`src/rtl/axi_sram_slave_pkg.sv`:
```
// Shared AXI encodings and FSM types for the SRAM-backed AXI3 slave.
// Burst/response codes follow the AXI3 wire encodings.
package axi_sram_slave_pkg;

    typedef enum logic [1:0] {
        BURST_FIXED = 2'b00,
        BURST_INCR  = 2'b01,
        BURST_WRAP  = 2'b10,
        BURST_RSVD  = 2'b11
    } burst_t;

    typedef enum logic [1:0] {
        RESP_OKAY   = 2'b00,
        RESP_EXOKAY = 2'b01,
        RESP_SLVERR = 2'b10,
        RESP_DECERR = 2'b11
    } resp_t;

    typedef enum logic [2:0] {
        ST_IDLE,
        ST_RD_REQ,
        ST_RD_CAP,
        ST_RD_RESP,
        ST_WR_DATA,
        ST_WR_RESP
    } state_t;

    typedef enum logic {
        GRANT_READ,
        GRANT_WRITE
    } grant_t;

endpackage

```
`src/rtl/axi_sram_slave_if.sv`:
```
// AXI3 five-channel bundle between a master and the SRAM slave.
// Sideband lock/cache/prot and wid are carried but not interpreted by the slave.
interface axi_sram_slave_if #(
    parameter int ID_W = 4
);
    logic [ID_W-1:0] arid;
    logic [31:0]     araddr;
    logic [7:0]      arlen;
    logic [2:0]      arsize;
    logic [1:0]      arburst;
    logic [1:0]      arlock;
    logic [3:0]      arcache;
    logic [2:0]      arprot;
    logic            arvalid;
    logic            arready;

    logic [ID_W-1:0] rid;
    logic [31:0]     rdata;
    logic [1:0]      rresp;
    logic            rlast;
    logic            rvalid;
    logic            rready;

    logic [ID_W-1:0] awid;
    logic [31:0]     awaddr;
    logic [7:0]      awlen;
    logic [2:0]      awsize;
    logic [1:0]      awburst;
    logic [1:0]      awlock;
    logic [3:0]      awcache;
    logic [2:0]      awprot;
    logic            awvalid;
    logic            awready;

    logic [ID_W-1:0] wid;
    logic [31:0]     wdata;
    logic [3:0]      wstrb;
    logic            wlast;
    logic            wvalid;
    logic            wready;

    logic [ID_W-1:0] bid;
    logic [1:0]      bresp;
    logic            bvalid;
    logic            bready;

    modport master (
        output arid, araddr, arlen, arsize, arburst, arlock, arcache, arprot, arvalid,
        input  arready,
        input  rid, rdata, rresp, rlast, rvalid,
        output rready,
        output awid, awaddr, awlen, awsize, awburst, awlock, awcache, awprot, awvalid,
        input  awready,
        output wid, wdata, wstrb, wlast, wvalid,
        input  wready,
        input  bid, bresp, bvalid,
        output bready
    );

    modport slave (
        input  arid, araddr, arlen, arsize, arburst, arlock, arcache, arprot, arvalid,
        output arready,
        output rid, rdata, rresp, rlast, rvalid,
        input  rready,
        input  awid, awaddr, awlen, awsize, awburst, awlock, awcache, awprot, awvalid,
        output awready,
        input  wid, wdata, wstrb, wlast, wvalid,
        output wready,
        output bid, bresp, bvalid,
        input  bready
    );

endinterface

```
`src/rtl/axi_slv_addr_gen.sv`:
```
// Combinational next-beat address and SRAM range decode for the latched burst address.
// WRAP is treated as INCR; the 32-bit sum wraps naturally with no 4KB boundary check.
module axi_slv_addr_gen
    import axi_sram_slave_pkg::*;
#(
    parameter int RAM_AW = 16
) (
    input  logic [31:0] addr,
    input  logic [2:0]  size,
    input  logic [1:0]  burst,
    output logic [31:0] next_addr,
    output logic        in_range
);

    assign next_addr = (burst == BURST_FIXED) ? addr : addr + (32'd1 << size);
    assign in_range  = (addr[31:RAM_AW+2] == '0);

endmodule

```
`src/rtl/axi_sram_slave.sv`:
```
// AXI3 slave: one burst in service at a time against a single-port word SRAM, read/write tie alternates.
// Reads take 3 cycles per beat (first rvalid 3 cycles after AR), writes 1 beat/cycle; ready/valid stalls hold state.
module axi_sram_slave
    import axi_sram_slave_pkg::*;
#(
    parameter int ID_W   = 4,
    parameter int RAM_AW = 16
) (
    input  logic              aclk,
    input  logic              aresetn,
    axi_sram_slave_if.slave   axi,
    output logic              ram_en,
    output logic [3:0]        ram_we,
    output logic [RAM_AW-1:0] ram_addr,
    output logic [31:0]       ram_wdata,
    input  logic [31:0]       ram_rdata
);

    state_t          state_q, state_d;
    grant_t          grant_q, grant_d;
    resp_t           err_q, err_d;
    logic [ID_W-1:0] id_q, id_d;
    logic [31:0]     addr_q, addr_d;
    logic [7:0]      len_q, len_d;
    logic [7:0]      beat_q, beat_d;
    logic [2:0]      size_q, size_d;
    logic [1:0]      burst_q, burst_d;
    logic [31:0]     rdata_q, rdata_d;
    logic [31:0]     addr_nxt;
    logic            in_range;
    logic            last_beat;
    logic            ar_go, aw_go;
    logic            unused_sideband;

    axi_slv_addr_gen #(.RAM_AW(RAM_AW)) u_addr_gen (
        .addr      (addr_q),
        .size      (size_q),
        .burst     (burst_q),
        .next_addr (addr_nxt),
        .in_range  (in_range)
    );

    // A read wins a tie unless the previous grant went to a read.
    assign ar_go = (state_q == ST_IDLE) && axi.arvalid && (!axi.awvalid || grant_q == GRANT_WRITE);
    assign aw_go = (state_q == ST_IDLE) && axi.awvalid && (!axi.arvalid || grant_q == GRANT_READ);

    assign last_beat   = (beat_q == len_q);
    assign ram_addr    = addr_q[RAM_AW+1:2];
    assign axi.arready = ar_go;
    assign axi.awready = aw_go;
    assign axi.wready  = (state_q == ST_WR_DATA);
    assign axi.rvalid  = (state_q == ST_RD_RESP);
    assign axi.rlast   = (state_q == ST_RD_RESP) && last_beat;
    assign axi.rdata   = rdata_q;
    assign axi.rresp   = err_q;
    assign axi.rid     = id_q;
    assign axi.bvalid  = (state_q == ST_WR_RESP);
    assign axi.bresp   = err_q;
    assign axi.bid     = id_q;

    assign unused_sideband = ^{axi.arlock, axi.arcache, axi.arprot,
                               axi.awlock, axi.awcache, axi.awprot, axi.wid};

    always_ff @(posedge aclk or negedge aresetn) begin
        if (!aresetn) begin
            state_q <= ST_IDLE;
            grant_q <= GRANT_WRITE;
            err_q   <= RESP_OKAY;
            id_q    <= '0;
            addr_q  <= '0;
            len_q   <= '0;
            beat_q  <= '0;
            size_q  <= '0;
            burst_q <= '0;
            rdata_q <= '0;
        end else begin
            state_q <= state_d;
            grant_q <= grant_d;
            err_q   <= err_d;
            id_q    <= id_d;
            addr_q  <= addr_d;
            len_q   <= len_d;
            beat_q  <= beat_d;
            size_q  <= size_d;
            burst_q <= burst_d;
            rdata_q <= rdata_d;
        end
    end

    always_comb begin
        state_d   = state_q;
        grant_d   = grant_q;
        err_d     = err_q;
        id_d      = id_q;
        addr_d    = addr_q;
        len_d     = len_q;
        beat_d    = beat_q;
        size_d    = size_q;
        burst_d   = burst_q;
        rdata_d   = rdata_q;
        ram_en    = 1'b0;
        ram_we    = 4'h0;
        ram_wdata = 32'h0;
        case (state_q)
            ST_IDLE: begin
                if (ar_go) begin
                    id_d    = axi.arid;
                    addr_d  = axi.araddr;
                    len_d   = axi.arlen;
                    size_d  = axi.arsize;
                    burst_d = axi.arburst;
                    beat_d  = 8'd0;
                    err_d   = RESP_OKAY;
                    grant_d = GRANT_READ;
                    state_d = ST_RD_REQ;
                end else if (aw_go) begin
                    id_d    = axi.awid;
                    addr_d  = axi.awaddr;
                    len_d   = axi.awlen;
                    size_d  = axi.awsize;
                    burst_d = axi.awburst;
                    beat_d  = 8'd0;
                    err_d   = RESP_OKAY;
                    grant_d = GRANT_WRITE;
                    state_d = ST_WR_DATA;
                end
            end
            ST_RD_REQ: begin
                ram_en  = in_range;
                state_d = ST_RD_CAP;
            end
            ST_RD_CAP: begin
                rdata_d = in_range ? ram_rdata : 32'h0;
                err_d   = in_range ? RESP_OKAY : RESP_DECERR;
                state_d = ST_RD_RESP;
            end
            ST_RD_RESP: begin
                if (axi.rready) begin
                    if (last_beat) begin
                        state_d = ST_IDLE;
                    end else begin
                        addr_d  = addr_nxt;
                        beat_d  = beat_q + 8'd1;
                        state_d = ST_RD_REQ;
                    end
                end
            end
            ST_WR_DATA: begin
                if (axi.wvalid) begin
                    ram_en    = in_range;
                    ram_we    = in_range ? axi.wstrb : 4'h0;
                    ram_wdata = axi.wdata;
                    // DECERR is sticky and outranks a wlast/len disagreement.
                    if (!in_range) begin
                        err_d = RESP_DECERR;
                    end else if ((axi.wlast != last_beat) && (err_q != RESP_DECERR)) begin
                        err_d = RESP_SLVERR;
                    end
                    if (last_beat) begin
                        state_d = ST_WR_RESP;
                    end else begin
                        addr_d = addr_nxt;
                        beat_d = beat_q + 8'd1;
                    end
                end
            end
            ST_WR_RESP: begin
                if (axi.bready) begin
                    state_d = ST_IDLE;
                end
            end
            default: state_d = ST_IDLE;
        endcase
    end

endmodule
```
`src/flat_wrapper.sv`:
```
// flat-port wrapper written by rule: the top's interface ports become plain ports
module axi_sram_slave_flat import axi_sram_slave_pkg::*;
#(
    parameter int ID_W   = 4,
    parameter int RAM_AW = 16
)
  (aclk, aresetn, ram_en, ram_we, ram_addr, ram_wdata, ram_rdata, axi_arid, axi_araddr, axi_arlen, axi_arsize, axi_arburst, axi_arlock, axi_arcache, axi_arprot, axi_arvalid, axi_arready, axi_rid, axi_rdata, axi_rresp, axi_rlast, axi_rvalid, axi_rready, axi_awid, axi_awaddr, axi_awlen, axi_awsize, axi_awburst, axi_awlock, axi_awcache, axi_awprot, axi_awvalid, axi_awready, axi_wid, axi_wdata, axi_wstrb, axi_wlast, axi_wvalid, axi_wready, axi_bid, axi_bresp, axi_bvalid, axi_bready);
  axi_sram_slave_if #(.ID_W(ID_W)) axi_i ();
  input  logic aclk;
  input  logic aresetn;
  output logic ram_en;
  output logic [3:0] ram_we;
  output logic [RAM_AW-1:0] ram_addr;
  output logic [31:0] ram_wdata;
  input  logic [31:0] ram_rdata;
  input wire logic [$bits(axi_i.arid)-1:0] axi_arid;
  input wire logic [$bits(axi_i.araddr)-1:0] axi_araddr;
  input wire logic [$bits(axi_i.arlen)-1:0] axi_arlen;
  input wire logic [$bits(axi_i.arsize)-1:0] axi_arsize;
  input wire logic [$bits(axi_i.arburst)-1:0] axi_arburst;
  input wire logic [$bits(axi_i.arlock)-1:0] axi_arlock;
  input wire logic [$bits(axi_i.arcache)-1:0] axi_arcache;
  input wire logic [$bits(axi_i.arprot)-1:0] axi_arprot;
  input wire logic [$bits(axi_i.arvalid)-1:0] axi_arvalid;
  output wire logic [$bits(axi_i.arready)-1:0] axi_arready;
  output wire logic [$bits(axi_i.rid)-1:0] axi_rid;
  output wire logic [$bits(axi_i.rdata)-1:0] axi_rdata;
  output wire logic [$bits(axi_i.rresp)-1:0] axi_rresp;
  output wire logic [$bits(axi_i.rlast)-1:0] axi_rlast;
  output wire logic [$bits(axi_i.rvalid)-1:0] axi_rvalid;
  input wire logic [$bits(axi_i.rready)-1:0] axi_rready;
  input wire logic [$bits(axi_i.awid)-1:0] axi_awid;
  input wire logic [$bits(axi_i.awaddr)-1:0] axi_awaddr;
  input wire logic [$bits(axi_i.awlen)-1:0] axi_awlen;
  input wire logic [$bits(axi_i.awsize)-1:0] axi_awsize;
  input wire logic [$bits(axi_i.awburst)-1:0] axi_awburst;
  input wire logic [$bits(axi_i.awlock)-1:0] axi_awlock;
  input wire logic [$bits(axi_i.awcache)-1:0] axi_awcache;
  input wire logic [$bits(axi_i.awprot)-1:0] axi_awprot;
  input wire logic [$bits(axi_i.awvalid)-1:0] axi_awvalid;
  output wire logic [$bits(axi_i.awready)-1:0] axi_awready;
  input wire logic [$bits(axi_i.wid)-1:0] axi_wid;
  input wire logic [$bits(axi_i.wdata)-1:0] axi_wdata;
  input wire logic [$bits(axi_i.wstrb)-1:0] axi_wstrb;
  input wire logic [$bits(axi_i.wlast)-1:0] axi_wlast;
  input wire logic [$bits(axi_i.wvalid)-1:0] axi_wvalid;
  output wire logic [$bits(axi_i.wready)-1:0] axi_wready;
  output wire logic [$bits(axi_i.bid)-1:0] axi_bid;
  output wire logic [$bits(axi_i.bresp)-1:0] axi_bresp;
  output wire logic [$bits(axi_i.bvalid)-1:0] axi_bvalid;
  input wire logic [$bits(axi_i.bready)-1:0] axi_bready;
  assign axi_i.arid = axi_arid;
  assign axi_i.araddr = axi_araddr;
  assign axi_i.arlen = axi_arlen;
  assign axi_i.arsize = axi_arsize;
  assign axi_i.arburst = axi_arburst;
  assign axi_i.arlock = axi_arlock;
  assign axi_i.arcache = axi_arcache;
  assign axi_i.arprot = axi_arprot;
  assign axi_i.arvalid = axi_arvalid;
  assign axi_arready = axi_i.arready;
  assign axi_rid = axi_i.rid;
  assign axi_rdata = axi_i.rdata;
  assign axi_rresp = axi_i.rresp;
  assign axi_rlast = axi_i.rlast;
  assign axi_rvalid = axi_i.rvalid;
  assign axi_i.rready = axi_rready;
  assign axi_i.awid = axi_awid;
  assign axi_i.awaddr = axi_awaddr;
  assign axi_i.awlen = axi_awlen;
  assign axi_i.awsize = axi_awsize;
  assign axi_i.awburst = axi_awburst;
  assign axi_i.awlock = axi_awlock;
  assign axi_i.awcache = axi_awcache;
  assign axi_i.awprot = axi_awprot;
  assign axi_i.awvalid = axi_awvalid;
  assign axi_awready = axi_i.awready;
  assign axi_i.wid = axi_wid;
  assign axi_i.wdata = axi_wdata;
  assign axi_i.wstrb = axi_wstrb;
  assign axi_i.wlast = axi_wlast;
  assign axi_i.wvalid = axi_wvalid;
  assign axi_wready = axi_i.wready;
  assign axi_bid = axi_i.bid;
  assign axi_bresp = axi_i.bresp;
  assign axi_bvalid = axi_i.bvalid;
  assign axi_i.bready = axi_bready;
  axi_sram_slave #(.ID_W(ID_W), .RAM_AW(RAM_AW)) u_core (.aclk(aclk), .aresetn(aresetn), .axi(axi_i), .ram_en(ram_en), .ram_we(ram_we), .ram_addr(ram_addr), .ram_wdata(ram_wdata), .ram_rdata(ram_rdata));
endmodule
```
`config.mk`:
```
export PLATFORM = sky130hd
export DESIGN_NAME = axi_sram_slave_flat
export DESIGN_NICKNAME = d
export VERILOG_FILES = /design/src/rtl/axi_sram_slave_pkg.sv /design/src/rtl/axi_sram_slave_if.sv /design/src/rtl/axi_slv_addr_gen.sv /design/src/rtl/axi_sram_slave.sv /design/src/flat_wrapper.sv
export SDC_FILE = /design/constraint.sdc
export NUM_CORES = 1
export LEC_CHECK = 0
export CORE_MARGIN = 2
export CORE_UTILIZATION = 47
export CTS_CLUSTER_SIZE = 25
export DETAILED_ROUTE_END_ITERATION = 10
export HOLD_SLACK_MARGIN = 0.1
export PLACE_DENSITY = 0.94
export SYNTH_ARGS = -nofsm -noshare
export SYNTH_HDL_FRONTEND = slang
export SYNTH_HIERARCHICAL = 1
export SYNTH_SLANG_ARGS = --single-unit
```
`constraint.sdc`:
```
create_clock -name aclk -period 6.15 [get_ports aclk]
set_clock_uncertainty 0.2 [all_clocks]
set_input_delay 1.23 -clock aclk [delete_from_list [all_inputs] [get_ports aclk]]
set_output_delay 1.23 -clock aclk [all_outputs]
set_load 0.03 [all_outputs]
```
Yosys cells after proc, flatten, opt, wreduce, memory -nomap -nowiden --
Index checks and enable logic that the tools add are counted.
Word-level totals: flip-flop bits (word level) 95, bits of input ports 196, output and inout bits 103, logic and storage cells 94
Cells by class: add/sub/neg operators 2, eq/ne operators 14, shift operators 1, multiplexer cells 46, bitwise logic cells 1, reductions and logical operators 20
Operator list (number):
- $mux W32 | 9
- $pmux W32 S3 | 1
- $mux W8 | 7
- $add A32 B32 Y32 | 1
- $shl A1 B3 Y32 const A | 1
- $mux W3 | 8
- $pmux W8 S3 | 1
- $mux W4 | 5
- $pmux W3 S6 | 1
- $mux W2 | 8
- $logic_not A14 Y1 | 1
- $add A8 B1 Y8 const B | 1
- $eq A8 B8 Y1 | 1
- $reduce_and A4 Y1 | 2
- $eq A3 B2 Y1 const B | 2
- $eq A3 B3 Y1 const B | 2
- $logic_and A1 B1 Y1 | 6
- $ne A2 B1 Y1 const B | 3
- $ne A3 B3 Y1 const B | 2
- $pmux W2 S3 | 1
- $reduce_bool A3 Y1 | 2
- $reduce_and A5 Y1 | 1
- $mux W1 | 4
- $ne A2 B2 Y1 const B | 2
- other kinds (10) | 12

Depth between registers and ports, before layout --
depth in word-level cells 7, mapped depth 12, gate-level depth less buffers 11

Modules after synthesis --
Netlist, hierarchy kept.
Modules (own cells, without submodules):
- axi_sram_slave | times used 1, cells each 584, area an instance 5617.9 um^2, sequential area each 2378.5 um^2
- axi_slv_addr_gen | times used 1, cells each 152, area an instance 1174.9 um^2, sequential area each 0.0 um^2

Worst setup path before layout --
Ideal clock, no wire load.
path type reg-to-output, start point register u_core.addr_q[26], end point output ram_en, arrival 2.288 ns, data required time 4.720 ns, slack 2.432 ns, cell stages (with the launch flop) 5, buffers on the path 1, cell sequence dfrtp_1 -> or4_1 -> nor4_1 -> clkbuf_1 -> nor3b_1
On the way: cells in the longest elaborated chain, start to end 3
Ends and longest elaborated chain:
- start, declared | RTL line axi_sram_slave.sv:23 | logic [31:0] addr_q, addr_d;
- start signal, assigned | RTL line axi_sram_slave.sv:81 | addr_q <= addr_d;
- $logic_not A14 Y1 * | RTL line axi_slv_addr_gen.sv:16 | assign in_range = (addr[31:RAM_AW+2] == '0);
- via u_core.in_range | RTL line axi_sram_slave.sv:30 | logic in_range;
- $mux W1 | RTL line axi_sram_slave.sv:149 | if (axi.wvalid) begin
- $pmux W1 S2 * | RTL line axi_sram_slave.sv:104 | case (state_q)
- end, declared | RTL line flat_wrapper.sv:11 | output logic ram_en;
The timed path passes the listed nets; every way through them passes the cells marked *.

Worst setup path in the final report --
start point input axi_wvalid, end point output ram_we[0]
On the way: cells in the longest elaborated chain, start to end 2
Ends and longest elaborated chain:
- start, declared | RTL line flat_wrapper.sv:46 | input wire logic [$bits(axi_i.wvalid)-1:0] axi_wvalid;
- $mux W4 | RTL line axi_sram_slave.sv:149
- $mux W4 | RTL line axi_sram_slave.sv:104
- end, declared | RTL line flat_wrapper.sv:12 | output logic [3:0] ram_we;
Every way passes these cells.

==> results_dict.tcl <==
set metrics [dict create \
    ir_drop_v 0.000278 \
    use_met1 0.298 \
    tightest_slew_ns 1.03 \
    syn_to_final_growth_pct 42.4 \
    crit_fanout 37 \
    final.period_utilization 0.814 \
    stdcell_area_mm2 0.00967 \
    p_total_mw 3.82 \
    cp.required_ns 4.72 \
    p_sw_mw 1.70 \
    whs_endpoint "u_core/axi.rdata[1]$_DFFE_PN0P_" \
    whs_path_depth 2 \
    final_cells 1144 \
    path_common_cell "clkdlybuf4s50_1" \
    cts-resized-gates 0 \
    timing.fmax_mhz 200 \
    die_area_mm2 0.0154 \
    timing.hold.ws_ns 0.281 \
    synthTopCellsByArea "dfrtp_1 (35%), mux2i_1 (8.3%), nand2_1 (8.1%), mux2_4 (6.6%), o21ai_0 (6.6%)" \
    cap_viol_max_count 0 \
    hold_path.startpoint "u_core/axi.rdata[1]$_DFFE_PN0P_" \
    crit_arrival_ns 3.57 \
    ctsRootBufferMaster "clkbuf_16" \
    path_clk_slew_ns 0.06 \
    yosys.area.top_type_share 0.346 \
    cp.buffers_inverters 2 \
    status "completed" \
    drt_iter0_drc 386 \
    combPwrFrac 0.572 \
    initial_core_util 0.486 \
    clk_path_buf_depth 2 \
    routed_wl_um 18500 \
    clock_sinks 95 \
    rr_endpoint "u_core/addr_q[27]$_DFFE_PN0P_" \
    placed_area_mm2 0.00940 \
    dpl.hpwl_um 13900 \
    grt_start_max_net_pins 66 \
    cts_setup_buffers 0 \
    min-delay-path-class "reg2reg" \
    start_kind "input port" \
    place_ws_ns 1.11 \
    finalCriticalPeriod_ns 5.00 \
    row_count 43 \
    overflow 0 \
    intPower_mw 2.12 \
    cts_made_buffers 9 \
    p_clk_frac 0.137 \
    rsz0062_at_grt "no" \
    fin_tns_setup_ns 0 \
    critPathKind "in2out" \
    netlist_area_mm2 0.00679 \
    yosys_most_used_dff "dfrtp_1" \
    r2r.worst_path.cells 10 \
    final_nets 1166 \
    multiInputGateArea_mm2 0.00398 \
    crit_chain "clkdlybuf4s50_1, and4bb_1, and3_1, clkdlybuf4s50_1" \
    drc 0 \
    slew_viol_final 0 \
    fillers 1054 \
    yosysSeqAreaShare 0.350 \
    leakage_nw 4.22 \
    end_kind "output pin" \
    crit_family "buffers and inverters" \
    tritoncts "done" \
    p_per_area_mw_per_mm2 395 \
    hold_buffers 0 \
    viasPerCell 5.34 \
    grt_pass1_vias 6093 \
    via_count 6112 \
    synth_edf_count 0 \
    synth_cell_types 77 \
    r2r-start "u_core/size_q[0]$_DFFE_PN0P_" \
    place_inst 1129 \
    busiest_layer "met2" \
    drt-wirelength-per-cell_um 16.2 \
    die_width_um 124 \
    rrSetupSlack_ns 2.61 \
    chipHeight_um 124 \
    antenna_cells 0 \
    synth_nets 942 \
    utilization 0.692 \
    max_slew_margin 0.311 \
    first_pass_iters 5 \
    core-area_mm2 0.0140 \
    seqCellArea_mm2 0.00238 \
    grt.total_usage 0.235 \
    drtAntennaViolNets 0 \
    power_frac_seq 0.290 \
    grt_util_met2 0.407 \
    crit_path_max_incr_delay_ns 0.86 \
    slowest_stage "and4bb_1" \
    port_buffers 276 \
    setup_viol 0 \
    ys_async_sr_fraction 1.00 \
    hold_viol 0 \
    syn_inst 736 \
    num_io_pins 299 \
    antenna_found_initial 0 \
    synth_area_per_cell_um2 9.23 \
    grt_pass1_wl_um 30100 \
    cts_htree_levels 3 \
    gp_congestion 0.851 \
    setup_slack_ns 1.15 \
    ys_ff_latch 95 \
    grt_use_met3 0.0469 \
    worst_skew_pair.late_latency_ns 0.35 \
    drive_above_1_share 0.0965 \
    synth_top_area_cell "dfrtp_1" \
    p_sw_frac 0.445 \
    synth_warnings 6 \
]
power groups by stage:
stage / Clock [mW] / Combinational [mW] / Sequential (mW)
global placement: 0 / 2.11 / 1.10
global route: 0.565 / 2.37 / 1.14
detailed placement: 0 / 2.18 / 1.12
finish: 0.526 / 2.19 / 1.11
floorplan: 0 / 1.76 / 1.05
CTS: 0.541 / 2.19 / 1.11
worst max-delay path by stage:
stage | cells after the start | to | from
final | 4 | ram_we[0] | axi_wvalid
after global routing | 4 | ram_we[1] | axi_wvalid
after CTS | 4 | ram_we[0] | axi_wvalid
after detailed placement | 4 | ram_we[0] | axi_wvalid
after global placement | 4 | ram_we[0] | axi_wvalid
after floorplan | 4 | ram_en | u_core/addr_q[26]$_DFFE_PN0P_
per-layer routing:
metal,vias up,share of wire
met5,-,0
met4,0,0.015
met3,28,0.055
met2,223,0.50
met1,2869,0.43
li1,2992,-
sequential cells by signal (all words and copies together) (netlist names):
register,count
u_core/axi.rdata,32
u_core/axi.bresp,2
u_core/len_q,8
u_core/addr_q,32
u_core/axi.bid,4
u_core/size_q,3
u_core/grant_q,1
u_core/beat_q,8
u_core/state_q,3
u_core/burst_q,2
tightest hold or removal path, delay by kind of cell, from the launching register on:
kind / cells / cell delay, ns
flip-flops: 1 / 0.34
AO/OA/AOI/OAI: 1 / 0.06
AND/OR/NAND/NOR: 1 / 0.04
layout by cell type, fill, tap and decap left out, types with 6 or more instances in the layout:
cell and count:
o21ai_0 89, dfrtp_1 94, a21oi_1 14, clkbuf_16 9, and3_1 9, nand3_1 13, ha_1 9, mux2i_1 56
nor3b_1 6, and2_1 36, nand2b_1 6, nor3_1 13, xnor2_1 14, mux2_4 30, nand2_1 147, clkdlybuf4s50_1 275
xor2_1 24, inv_1 7, nor2_1 16
layout make-up:
type                       instances  area share
inverter                           7     0.00272
tap                              180      0.0233
clock inverter                     5     0.00453
timing repair buffer             280       0.288
multi-input combinational        567       0.412
clock buffer                      10      0.0237
sequential                        95       0.246
logic make-up after synthesis:
logic type      synth area share
simple gates               0.232
mux                        0.152
flops                      0.350
compound gates             0.129
buf+inv                   0.0687
xor+xnor                  0.0490
fa+ha+maj                 0.0195
Yosys cell counts (2+ instances only):
cell      count
nand2_1     147
dfrtp_1      94
o21ai_0      90
mux2i_1      56
and2_1       36
mux2_4       30
buf_4        27
xor2_1       24
clkbuf_1     20
nor2_1       16
a21oi_1      14
nand3_1      14
xnor2_1      14
nor3_1       13
buf_6        10
and3_1        9
buf_2         9
ha_1          9
inv_1         7
nand2b_1      7
nor3b_1       6
a211oi_1      5
nand4_1       4
nor4_1        4
nor4_2        4
a21o_1        3
a31oi_1       3
and4_1        2
mux2_2        2
nand2_4       2
nand4_2       2
nor3_4        2
nor4_4        2
nor4b_1       2
o211ai_1      2
o21ai_4       2
o31ai_1       2
or2_2         2
Power figures use the tool's default switching activity.
